===== config.mk =====
export PLATFORM = sky130hd
export DESIGN_NAME = peripheral_mpram_ahb4_initiator_flat
export DESIGN_NICKNAME = d
export VERILOG_FILES = /design/src/rtl/peripheral_ahb4_pkg.sv /design/src/rtl/peripheral_mpram_ahb4_initiator_if.sv /design/src/rtl/peripheral_mpram_ahb4_initiator.sv /design/src/flat_wrapper.sv
export SDC_FILE = /design/constraint.sdc
export NUM_CORES = 1
export LEC_CHECK = 0
export ABC_AREA = 1
export BUFFER_PORTS_ARGS = -buffer_cell sky130_fd_sc_hd__buf_2
export CAP_MARGIN = 15
export CORE_UTILIZATION = 28
export CTS_CLUSTER_SIZE = 30
export DETAILED_ROUTE_END_ITERATION = 7
export PLACE_DENSITY_LB_ADDON = 0.2
export SKIP_CTS_REPAIR_TIMING = 1
export SLEW_MARGIN = 5
export SYNTH_ARGS = -nofsm -noshare
export SYNTH_HDL_FRONTEND = slang
export SYNTH_SLANG_ARGS = --single-unit

===== constraint.sdc =====
create_clock -name HCLK -period 3.9 [get_ports HCLK]
set_input_delay 0.78 -clock HCLK [delete_from_list [all_inputs] [get_ports HCLK]]
set_output_delay 0.78 -clock HCLK [all_outputs]
set_load 0.05 [all_outputs]

===== src/rtl/peripheral_ahb4_pkg.sv =====
// Shared AHB4 (AHB-Lite subset) encodings and the initiator FSM state type,
// used by both the MPRAM AHB4 initiator and slave.
package peripheral_ahb4_pkg;

    localparam logic [1:0] HTRANS_IDLE   = 2'b00;
    localparam logic [1:0] HTRANS_BUSY   = 2'b01;
    localparam logic [1:0] HTRANS_NONSEQ = 2'b10;
    localparam logic [1:0] HTRANS_SEQ    = 2'b11;

    localparam logic [2:0] HBURST_SINGLE = 3'b000;

    localparam logic [2:0] HSIZE_BYTE = 3'b000;
    localparam logic [2:0] HSIZE_HALF = 3'b001;
    localparam logic [2:0] HSIZE_WORD = 3'b010;

    typedef enum logic [1:0] {
        ST_IDLE,
        ST_ADDR,
        ST_DATA,
        ST_RESP
    } ahb4_init_state_e;

endpackage


===== src/rtl/peripheral_mpram_ahb4_initiator_if.sv =====
// Request/response port plus AHB-Lite bus signals of the MPRAM AHB4 initiator.
// master = initiator side, slave = requester/bus-slave side.
interface peripheral_mpram_ahb4_initiator_if #(
    parameter int PLEN = 8,
    parameter int XLEN = 32
);
    logic            req_valid;
    logic            req_ready;
    logic            req_write;
    logic [PLEN-1:0] req_addr;
    logic [2:0]      req_size;
    logic [XLEN-1:0] req_wdata;

    logic            rsp_valid;
    logic [XLEN-1:0] rsp_rdata;
    logic            rsp_error;

    logic [PLEN-1:0] HADDR;
    logic [XLEN-1:0] HWDATA;
    logic            HWRITE;
    logic [2:0]      HSIZE;
    logic [2:0]      HBURST;
    logic [3:0]      HPROT;
    logic [1:0]      HTRANS;
    logic            HMASTLOCK;
    logic [XLEN-1:0] HRDATA;
    logic            HREADY;
    logic            HRESP;

    modport master (
        input  req_valid, req_write, req_addr, req_size, req_wdata,
        input  HRDATA, HREADY, HRESP,
        output req_ready, rsp_valid, rsp_rdata, rsp_error,
        output HADDR, HWDATA, HWRITE, HSIZE, HBURST, HPROT, HTRANS, HMASTLOCK
    );

    modport slave (
        output req_valid, req_write, req_addr, req_size, req_wdata,
        output HRDATA, HREADY, HRESP,
        input  req_ready, rsp_valid, rsp_rdata, rsp_error,
        input  HADDR, HWDATA, HWRITE, HSIZE, HBURST, HPROT, HTRANS, HMASTLOCK
    );

endinterface


===== src/rtl/peripheral_mpram_ahb4_initiator.sv =====
// Single-outstanding AHB-Lite initiator: one valid/ready request becomes one
// non-pipelined SINGLE transfer, answered by a one-cycle response strobe.
module peripheral_mpram_ahb4_initiator
    import peripheral_ahb4_pkg::*;
#(
    parameter int         PLEN        = 8,
    parameter int         XLEN        = 32,
    parameter logic [3:0] HPROT_VALUE = 4'b0011
) (
    input logic                          HCLK,
    input logic                          HRESET,
    peripheral_mpram_ahb4_initiator_if.master bus
);

    ahb4_init_state_e state;
    ahb4_init_state_e state_nxt;

    logic            write_q;
    logic [PLEN-1:0] addr_q;
    logic [2:0]      size_q;
    logic [XLEN-1:0] wdata_q;
    logic [XLEN-1:0] rdata_q;
    logic            error_q;

    logic            req_ready;
    logic            rsp_valid;
    logic [1:0]      htrans;
    logic            accept;
    logic            req_legal;

    function automatic logic is_legal(input logic [2:0] size, input logic [1:0] lsb);
        logic ok;
        case (size)
            HSIZE_BYTE: ok = 1'b1;
            HSIZE_HALF: ok = ~lsb[0];
            HSIZE_WORD: ok = (lsb == 2'b00);
            default:    ok = 1'b0;
        endcase
        return ok;
    endfunction

    assign req_legal = is_legal(bus.req_size, bus.req_addr[1:0]);
    assign accept    = (state == ST_IDLE) && bus.req_valid;

    always_ff @(posedge HCLK or posedge HRESET) begin
        if (HRESET) begin
            state <= ST_IDLE;
        end else begin
            state <= state_nxt;
        end
    end

    // Handshake and HTRANS are decoded from state only, never from inputs.
    always_comb begin
        state_nxt = state;
        req_ready = 1'b0;
        rsp_valid = 1'b0;
        htrans    = HTRANS_IDLE;
        case (state)
            ST_IDLE: begin
                req_ready = 1'b1;
                if (bus.req_valid) begin
                    state_nxt = req_legal ? ST_ADDR : ST_RESP;
                end
            end
            ST_ADDR: begin
                htrans = HTRANS_NONSEQ;
                if (bus.HREADY) begin
                    state_nxt = ST_DATA;
                end
            end
            ST_DATA: begin
                if (bus.HREADY) begin
                    state_nxt = ST_RESP;
                end
            end
            ST_RESP: begin
                rsp_valid = 1'b1;
                state_nxt = ST_IDLE;
            end
            default: state_nxt = ST_IDLE;
        endcase
    end

    always_ff @(posedge HCLK or posedge HRESET) begin
        if (HRESET) begin
            write_q <= 1'b0;
            addr_q  <= '0;
            size_q  <= HSIZE_WORD;
            wdata_q <= '0;
            rdata_q <= '0;
            error_q <= 1'b0;
        end else begin
            if (accept) begin
                write_q <= bus.req_write;
                addr_q  <= bus.req_addr;
                size_q  <= bus.req_size;
                wdata_q <= bus.req_wdata;
                if (!req_legal) begin
                    rdata_q <= '0;
                    error_q <= 1'b1;
                end
            end
            // HRESP is sampled only on the completing cycle; the first error
            // cycle (HREADY=0) is absorbed as an ordinary wait state.
            if ((state == ST_DATA) && bus.HREADY) begin
                rdata_q <= write_q ? '0 : bus.HRDATA;
                error_q <= bus.HRESP;
            end
        end
    end

    assign bus.req_ready = req_ready;
    assign bus.rsp_valid = rsp_valid;
    assign bus.rsp_rdata = rdata_q;
    assign bus.rsp_error = error_q;

    assign bus.HADDR     = addr_q;
    assign bus.HWDATA    = wdata_q;
    assign bus.HWRITE    = write_q;
    assign bus.HSIZE     = size_q;
    assign bus.HBURST    = HBURST_SINGLE;
    assign bus.HPROT     = HPROT_VALUE;
    assign bus.HTRANS    = htrans;
    assign bus.HMASTLOCK = 1'b0;

endmodule


===== src/flat_wrapper.sv =====
// flat-port wrapper written by rule: the top's interface ports become plain ports
module peripheral_mpram_ahb4_initiator_flat import peripheral_ahb4_pkg::*;
#(
    parameter int         PLEN        = 8,
    parameter int         XLEN        = 32,
    parameter logic [3:0] HPROT_VALUE = 4'b0011
)
  (HCLK, HRESET, bus_req_valid, bus_req_write, bus_req_addr, bus_req_size, bus_req_wdata, bus_HRDATA, bus_HREADY, bus_HRESP, bus_req_ready, bus_rsp_valid, bus_rsp_rdata, bus_rsp_error, bus_HADDR, bus_HWDATA, bus_HWRITE, bus_HSIZE, bus_HBURST, bus_HPROT, bus_HTRANS, bus_HMASTLOCK);
  peripheral_mpram_ahb4_initiator_if #(.PLEN(PLEN), .XLEN(XLEN)) bus_i ();
  input logic HCLK;
  input logic HRESET;
  input wire logic [$bits(bus_i.req_valid)-1:0] bus_req_valid;
  input wire logic [$bits(bus_i.req_write)-1:0] bus_req_write;
  input wire logic [$bits(bus_i.req_addr)-1:0] bus_req_addr;
  input wire logic [$bits(bus_i.req_size)-1:0] bus_req_size;
  input wire logic [$bits(bus_i.req_wdata)-1:0] bus_req_wdata;
  input wire logic [$bits(bus_i.HRDATA)-1:0] bus_HRDATA;
  input wire logic [$bits(bus_i.HREADY)-1:0] bus_HREADY;
  input wire logic [$bits(bus_i.HRESP)-1:0] bus_HRESP;
  output wire logic [$bits(bus_i.req_ready)-1:0] bus_req_ready;
  output wire logic [$bits(bus_i.rsp_valid)-1:0] bus_rsp_valid;
  output wire logic [$bits(bus_i.rsp_rdata)-1:0] bus_rsp_rdata;
  output wire logic [$bits(bus_i.rsp_error)-1:0] bus_rsp_error;
  output wire logic [$bits(bus_i.HADDR)-1:0] bus_HADDR;
  output wire logic [$bits(bus_i.HWDATA)-1:0] bus_HWDATA;
  output wire logic [$bits(bus_i.HWRITE)-1:0] bus_HWRITE;
  output wire logic [$bits(bus_i.HSIZE)-1:0] bus_HSIZE;
  output wire logic [$bits(bus_i.HBURST)-1:0] bus_HBURST;
  output wire logic [$bits(bus_i.HPROT)-1:0] bus_HPROT;
  output wire logic [$bits(bus_i.HTRANS)-1:0] bus_HTRANS;
  output wire logic [$bits(bus_i.HMASTLOCK)-1:0] bus_HMASTLOCK;
  assign bus_i.req_valid = bus_req_valid;
  assign bus_i.req_write = bus_req_write;
  assign bus_i.req_addr = bus_req_addr;
  assign bus_i.req_size = bus_req_size;
  assign bus_i.req_wdata = bus_req_wdata;
  assign bus_i.HRDATA = bus_HRDATA;
  assign bus_i.HREADY = bus_HREADY;
  assign bus_i.HRESP = bus_HRESP;
  assign bus_req_ready = bus_i.req_ready;
  assign bus_rsp_valid = bus_i.rsp_valid;
  assign bus_rsp_rdata = bus_i.rsp_rdata;
  assign bus_rsp_error = bus_i.rsp_error;
  assign bus_HADDR = bus_i.HADDR;
  assign bus_HWDATA = bus_i.HWDATA;
  assign bus_HWRITE = bus_i.HWRITE;
  assign bus_HSIZE = bus_i.HSIZE;
  assign bus_HBURST = bus_i.HBURST;
  assign bus_HPROT = bus_i.HPROT;
  assign bus_HTRANS = bus_i.HTRANS;
  assign bus_HMASTLOCK = bus_i.HMASTLOCK;
  peripheral_mpram_ahb4_initiator #(.PLEN(PLEN), .XLEN(XLEN), .HPROT_VALUE(HPROT_VALUE)) u_core (.HCLK(HCLK), .HRESET(HRESET), .bus(bus_i));
endmodule

## Word level (Yosys, flattened, before mapping)

Index checks and enable logic that the tools add are counted.

| operators by class | value |
|---|---|
| muxes and demuxes | 16 |
| eq/ne operators | 9 |
| bitwise operators | 1 |
| add/sub/neg operators | 0 |
| magnitude comparators | 0 |
| shift operators | 0 |
| $mul | 0 |
| div/mod/pow operators | 0 |
| reduce and logical (&&, ||, !) cells | 8 |

Operators with widths:

| kind | count |
|---|---|
| $mux 32 | 4 |
| $mux 2 | 5 |
| $ne 2x2->1 const B | 4 |
| $pmux 2 s4 | 1 |
| $mux 1 | 5 |
| $eq 2x2->1 const B | 2 |
| $logic_not 2->1 | 2 |
| $eq 3x1->1 const B | 1 |
| $eq 3x2->1 const B | 1 |
| $logic_not 3->1 | 1 |
| $pmux 1 s3 | 1 |
| $reduce_and 3->1 | 1 |
| $eq 2x1->1 const B | 1 |
| $logic_and 1x1->1 | 2 |
| $reduce_and 2->1 | 1 |
| $reduce_bool 2->1 | 1 |
| $not 1->1 | 1 |

| word-level totals | value |
|---|---|
| word-level logic and storage cells | 41 |
| bits of input ports | 81 |
| flip-flop bits (word level) | 79 |
| memory bits (read-only) | 0 |
| memories kept | 0 |
| output and inout port bits | 89 |
| latch bits | 0 |
| bits in writable memories | 0 |

## Longest topological paths before layout

| depth | value |
|---|---|
| depth after elaboration | 5 |
| gate-level depth with buffers | 8 |
| gate-level depth less buffers | 7 |

## Least setup slack after synthesis

OpenSTA, ideal clock, no wires.

| path | value |
|---|---|
| kind | register to register |
| start | reg u_core.state[0] |
| end | reg u_core.wdata_q[10], in the netlist u_core.bus.HWDATA[10] |
| period minus slack after synthesis | 1.891 ns |
| path slack | 2.009 ns |
| cell stages (with the launch flop) | 7 |
| path buffers | 2 |
| data arrival time | 1.766 ns |
| setup time | 0.125 ns |
| data required time | 3.775 ns |
| cells stage by stage | dfrtp_1 > inv_1 > ha_1 > nand2_1 > buf_6 > buf_6 > mux2_4 |

| on the way | value |
|---|---|
| cells in the longest elaborated chain, start to end | 2 |

Ends and longest elaborated chain:

| item | line | source |
|---|---|---|
| from (decl) | peripheral_mpram_ahb4_initiator.sv:15 | `ahb4_init_state_e state;` |
| from (signal assigned) | peripheral_mpram_ahb4_initiator.sv:49 | `state <= state_nxt;` |
| $logic_not 2->1 | peripheral_mpram_ahb4_initiator.sv:43 | `assign accept = (state == ST_IDLE) && bus.req_valid;` |
| $logic_and 1x1->1 | peripheral_mpram_ahb4_initiator.sv:43 |  |
| to (signal assigned) | peripheral_mpram_ahb4_initiator.sv:98 | `wdata_q <= bus.req_wdata;` |
| to (decl) | peripheral_mpram_ahb4_initiator.sv:21 | `logic [XLEN-1:0] wdata_q;` |

No other way between the ends.
A chain may end at the register's enable or synchronous reset.

## Final worst setup path

| path | value |
|---|---|
| start | reg u_core.state[1] |
| end | out bus_req_ready |

| on the way | value |
|---|---|
| cells in the longest elaborated chain, start to end | 2 |

Ends and longest elaborated chain:

| item | line | source |
|---|---|---|
| $logic_not 2->1 | peripheral_mpram_ahb4_initiator.sv:59 | `case (state)` |
| $mux 1 | peripheral_mpram_ahb4_initiator.sv:59 |  |
| to (decl) | flat_wrapper.sv:20 | `output wire logic [$bits(bus_i.req_ready)-1:0] bus_req_ready;` |

No other way between the ends.

==> impl_summary.log <==
INFO  metric run_status = finished clean
INFO  metric route.detailed.drc = 0
INFO  metric row_count = 39
INFO  metric synthesis.area = 0.003297 mm^2
INFO  metric critPathTopFamily = flip-flops
INFO  metric cp.buffers_inverters = 2
INFO  metric pwr_density_cell = 1027 mW/mm^2
INFO  metric r2r.worst_path.cells = 5
INFO  metric cts-root-buf = clkbuf_16
INFO  metric synth.area.top_cells = dfrtp_1 59%, nand2_1 13%, mux2_4 11%
INFO  metric grt_first_pass_wirelength = 12,470 um
INFO  metric layout-drive-gt1-share = 0.5033
INFO  metric timing.final.setup_violations = 0
INFO  metric drtIter0Drc = 109
INFO  metric netlist.top_cell.by_area = dfrtp_1
INFO  metric hold_viol = 0
INFO  metric layout_utilization = 0.3908
INFO  metric multi_input_comb_area = 0.001155 mm^2
INFO  metric regToRegEndpoint = u_core.bus.HADDR[5]$_DFFE_PP0P_
INFO  metric die_h = 110.5 um
INFO  metric clock_tree.htree_level_count = 3
INFO  metric sequential_cell_area = 0.001978 mm^2
INFO  metric dpl.hpwl = 5307 um
INFO  metric die_area = 0.01221 mm^2
INFO  metric worst_setup_hold_path_clk_slew = 0.06 ns
INFO  metric place.gp.congestion = 0.6730
INFO  metric total_power = 4.603 mW
INFO  metric groute.usage.overall = 0.1308
INFO  metric routed.top_layer = met4
INFO  metric gr-total-overflow = 0
INFO  metric layoutNonFillerInstCount = 592
INFO  metric wl_met1 = 3307 um
INFO  metric seq_area_frac_synth = 0.6000
INFO  metric worst_skew_pair.late_latency = 0.34 ns
INFO  metric critPathLaunchType = flip-flop
INFO  metric min_period = 2.153 ns
INFO  metric numClockSinks = 79
INFO  metric worst_pin_slew = 0.6486 ns
INFO  metric ctsLongestPathBuffers = 2
INFO  metric num-nets-final = 530
INFO  metric final.setup.tns = 0 ns
INFO  metric synth.ff_latch_count = 79
INFO  metric syn2layout_area_growth = 35.94%
INFO  metric layout_common_cells = 160 x buf_2, 111 x nand2_1, 78 x dfrtp_1
INFO  metric final_max_slew_viol_count = 0
INFO  metric number_of_instances_in_the_placed_design = 575
INFO  metric skew = 0.004237 ns
INFO  metric design.core.area = 0.01147 mm^2
INFO  metric die_x = 110.5 um
INFO  metric timing_worst_setup_path_type = reg2out
INFO  metric drt-pass1-iter-count = 3
INFO  metric io-pin-count = 170
INFO  metric fill_cells = 1,178
INFO  metric vias_per_cell = 4.105
INFO  metric list_of_cells_traversed_by_the_critical_path = inv_1 -> ha_1 -> buf_2
INFO  metric route.met3.wl = 448 um
INFO  metric max_clock_freq = 0.4644 GHz
INFO  metric drv_cap = 0
INFO  metric wl_per_cell = 12.78 um
INFO  metric total_leakage_power = 2.561 nW
INFO  metric final_min_period_over_clock_period = 0.5522
INFO  metric synth-warning-count = 0
INFO  metric worstPathRequired = 3.12 ns
INFO  metric io_buffer_count = 160
INFO  metric mostFrequentLayoutCell = buf_2
INFO  metric worst_path_largest_cell_delay = 0.42 ns
INFO  metric routed-via-count = 2,430
INFO  metric detail-route-antenna-nets = 0
INFO  metric critPathCaptureType = primary output
INFO  metric first_global_vias = 2,494
INFO  metric synthesis.instances = 282
INFO  metric yosysUniqueCellTypes = 19
INFO  metric slowest_stage = dfrtp_1
INFO  metric tritoncts = yes
INFO  metric critical_path.max_fanout = 4
INFO  metric synth_top_cell_area_share = 0.5920
INFO  metric post_dp_cell_area = 0.004163 mm^2
INFO  metric rsz0062_at_grt = no
INFO  metric grt_antenna_before_repair = 0
INFO  metric slew_headroom = 0.5661
INFO  metric fin_area = 0.004482 mm^2
INFO  metric r2r-start = u_core.state[1]$_DFFE_PP0P_
INFO  metric totalWireLength = 7568 um
INFO  metric worst-r2r-setup-slack = 1.86 ns
INFO  metric antenna-diode-count = 0
INFO  metric vdd_ir_drop_max = 0.5872 mV
INFO  metric wl_met2 = 3629 um
INFO  metric worstHoldPathType = in2async
INFO  metric worst_ep_arrival = 1.37 ns
INFO  metric initial_utilization = 0.2875
INFO  metric syn-mean-instance-area = 11.69 um^2
INFO  metric cts_inserted_buffers = 9
INFO  metric grt_max_degree = 56
==> worst reg2reg max path: cells and delay by family, from the launching register on <==
family | cells | cell delay, ns
buffers and inverters | 2 | 0.63
adders and majority gates | 1 | 0.23
DFF | 1 | 0.41
muxes | 1 | 0.43
and+or+nand+nor | 1 | 0.22
==> logic make-up (layout without fill, tap and decap cells) <==
group,after synthesis,after routing,share of synthesized area
AOI/OAI and AO/OA,5,5,0.007971
muxes,41,41,0.1674
adders and majority gates,5,5,0.01898
buffers and inverters,27,187,0.05845
other,2,9,0.002278
and+or+nand+nor,123,123,0.1450
DFF,79,79,0.6000
==> cell usage after synthesis <==
master	instances
nand2_1	112
dfrtp_1	78
mux2_4	24
mux2_2	17
buf_4	9
buf_6	7
inv_1	7
ha_1	5
nor2_1	5
buf_2	4
o21ai_0	4
conb_1	2
nand3_1	2
dfstp_2	1
nand2_2	1
nand3_2	1
nor2_2	1
o22ai_1	1
or2_2	1
==> stage by stage <==
step	setup WS, ns	hold WS, ns
floorplan	1.098	0.4992
global placement	1.723	0.4501
detailed placement	1.683	0.4557
CTS	1.720	0.4703
global route	1.663	0.3605
finish	1.747	0.3507
==> worst max-delay path by stage <==
stage	slack [ns]	depth (start not counted)	end	start
floorplan	1.10	1	u_core.bus.HADDR[0]$_DFFE_PP0P_	HRESET
global placement	1.72	4	u_core.bus.HADDR[4]$_DFFE_PP0P_	bus_req_valid
detailed placement	1.68	4	u_core.bus.HADDR[5]$_DFFE_PP0P_	bus_req_valid
CTS	1.72	3	bus_req_ready	u_core.state[1]$_DFFE_PP0P_
global route	1.66	3	bus_req_ready	u_core.state[1]$_DFFE_PP0P_
finish	1.75	3	bus_req_ready	u_core.state[1]$_DFFE_PP0P_
==> state kept, by name (all words and copies together), names as in the netlist <==
| name | cells |
|---|---|
| u_core.bus.rsp_error | 1 |
| u_core.bus.HSIZE | 3 |
| u_core.bus.HWRITE | 1 |
| u_core.state | 2 |
| u_core.bus.HWDATA | 32 |
| u_core.bus.HADDR | 8 |
| u_core.bus.rsp_rdata | 32 |
==> where the power goes <==
group / switching, mW / internal, mW / total, mW
clock: 0.315 / 0.510 / 0.825
sequential: 0.176 / 1.17 / 1.35
combinational: 1.76 / 0.671 / 2.43
total: 2.25 / 2.35 / 4.60
==> area by class of cell <==
| type | count | area share |
|---|---|---|
| clock buffers | 12 | 0.05500 |
| clock inverters | 4 | 0.01005 |
| inverters | 7 | 0.006142 |
| multi-input cells | 183 | 0.2577 |
| flip-flops and latches | 79 | 0.4414 |
| well taps | 143 | 0.03992 |
| repair buffers | 164 | 0.1898 |
==> metal layers <==
metal  vias up  global-route usage
met3        12             0.03842
met5         -                   0
met1      1138              0.1558
met4         0             0.07733
met2        83              0.2091
li1       1197                   -
Power figures use the tool's default switching activity.
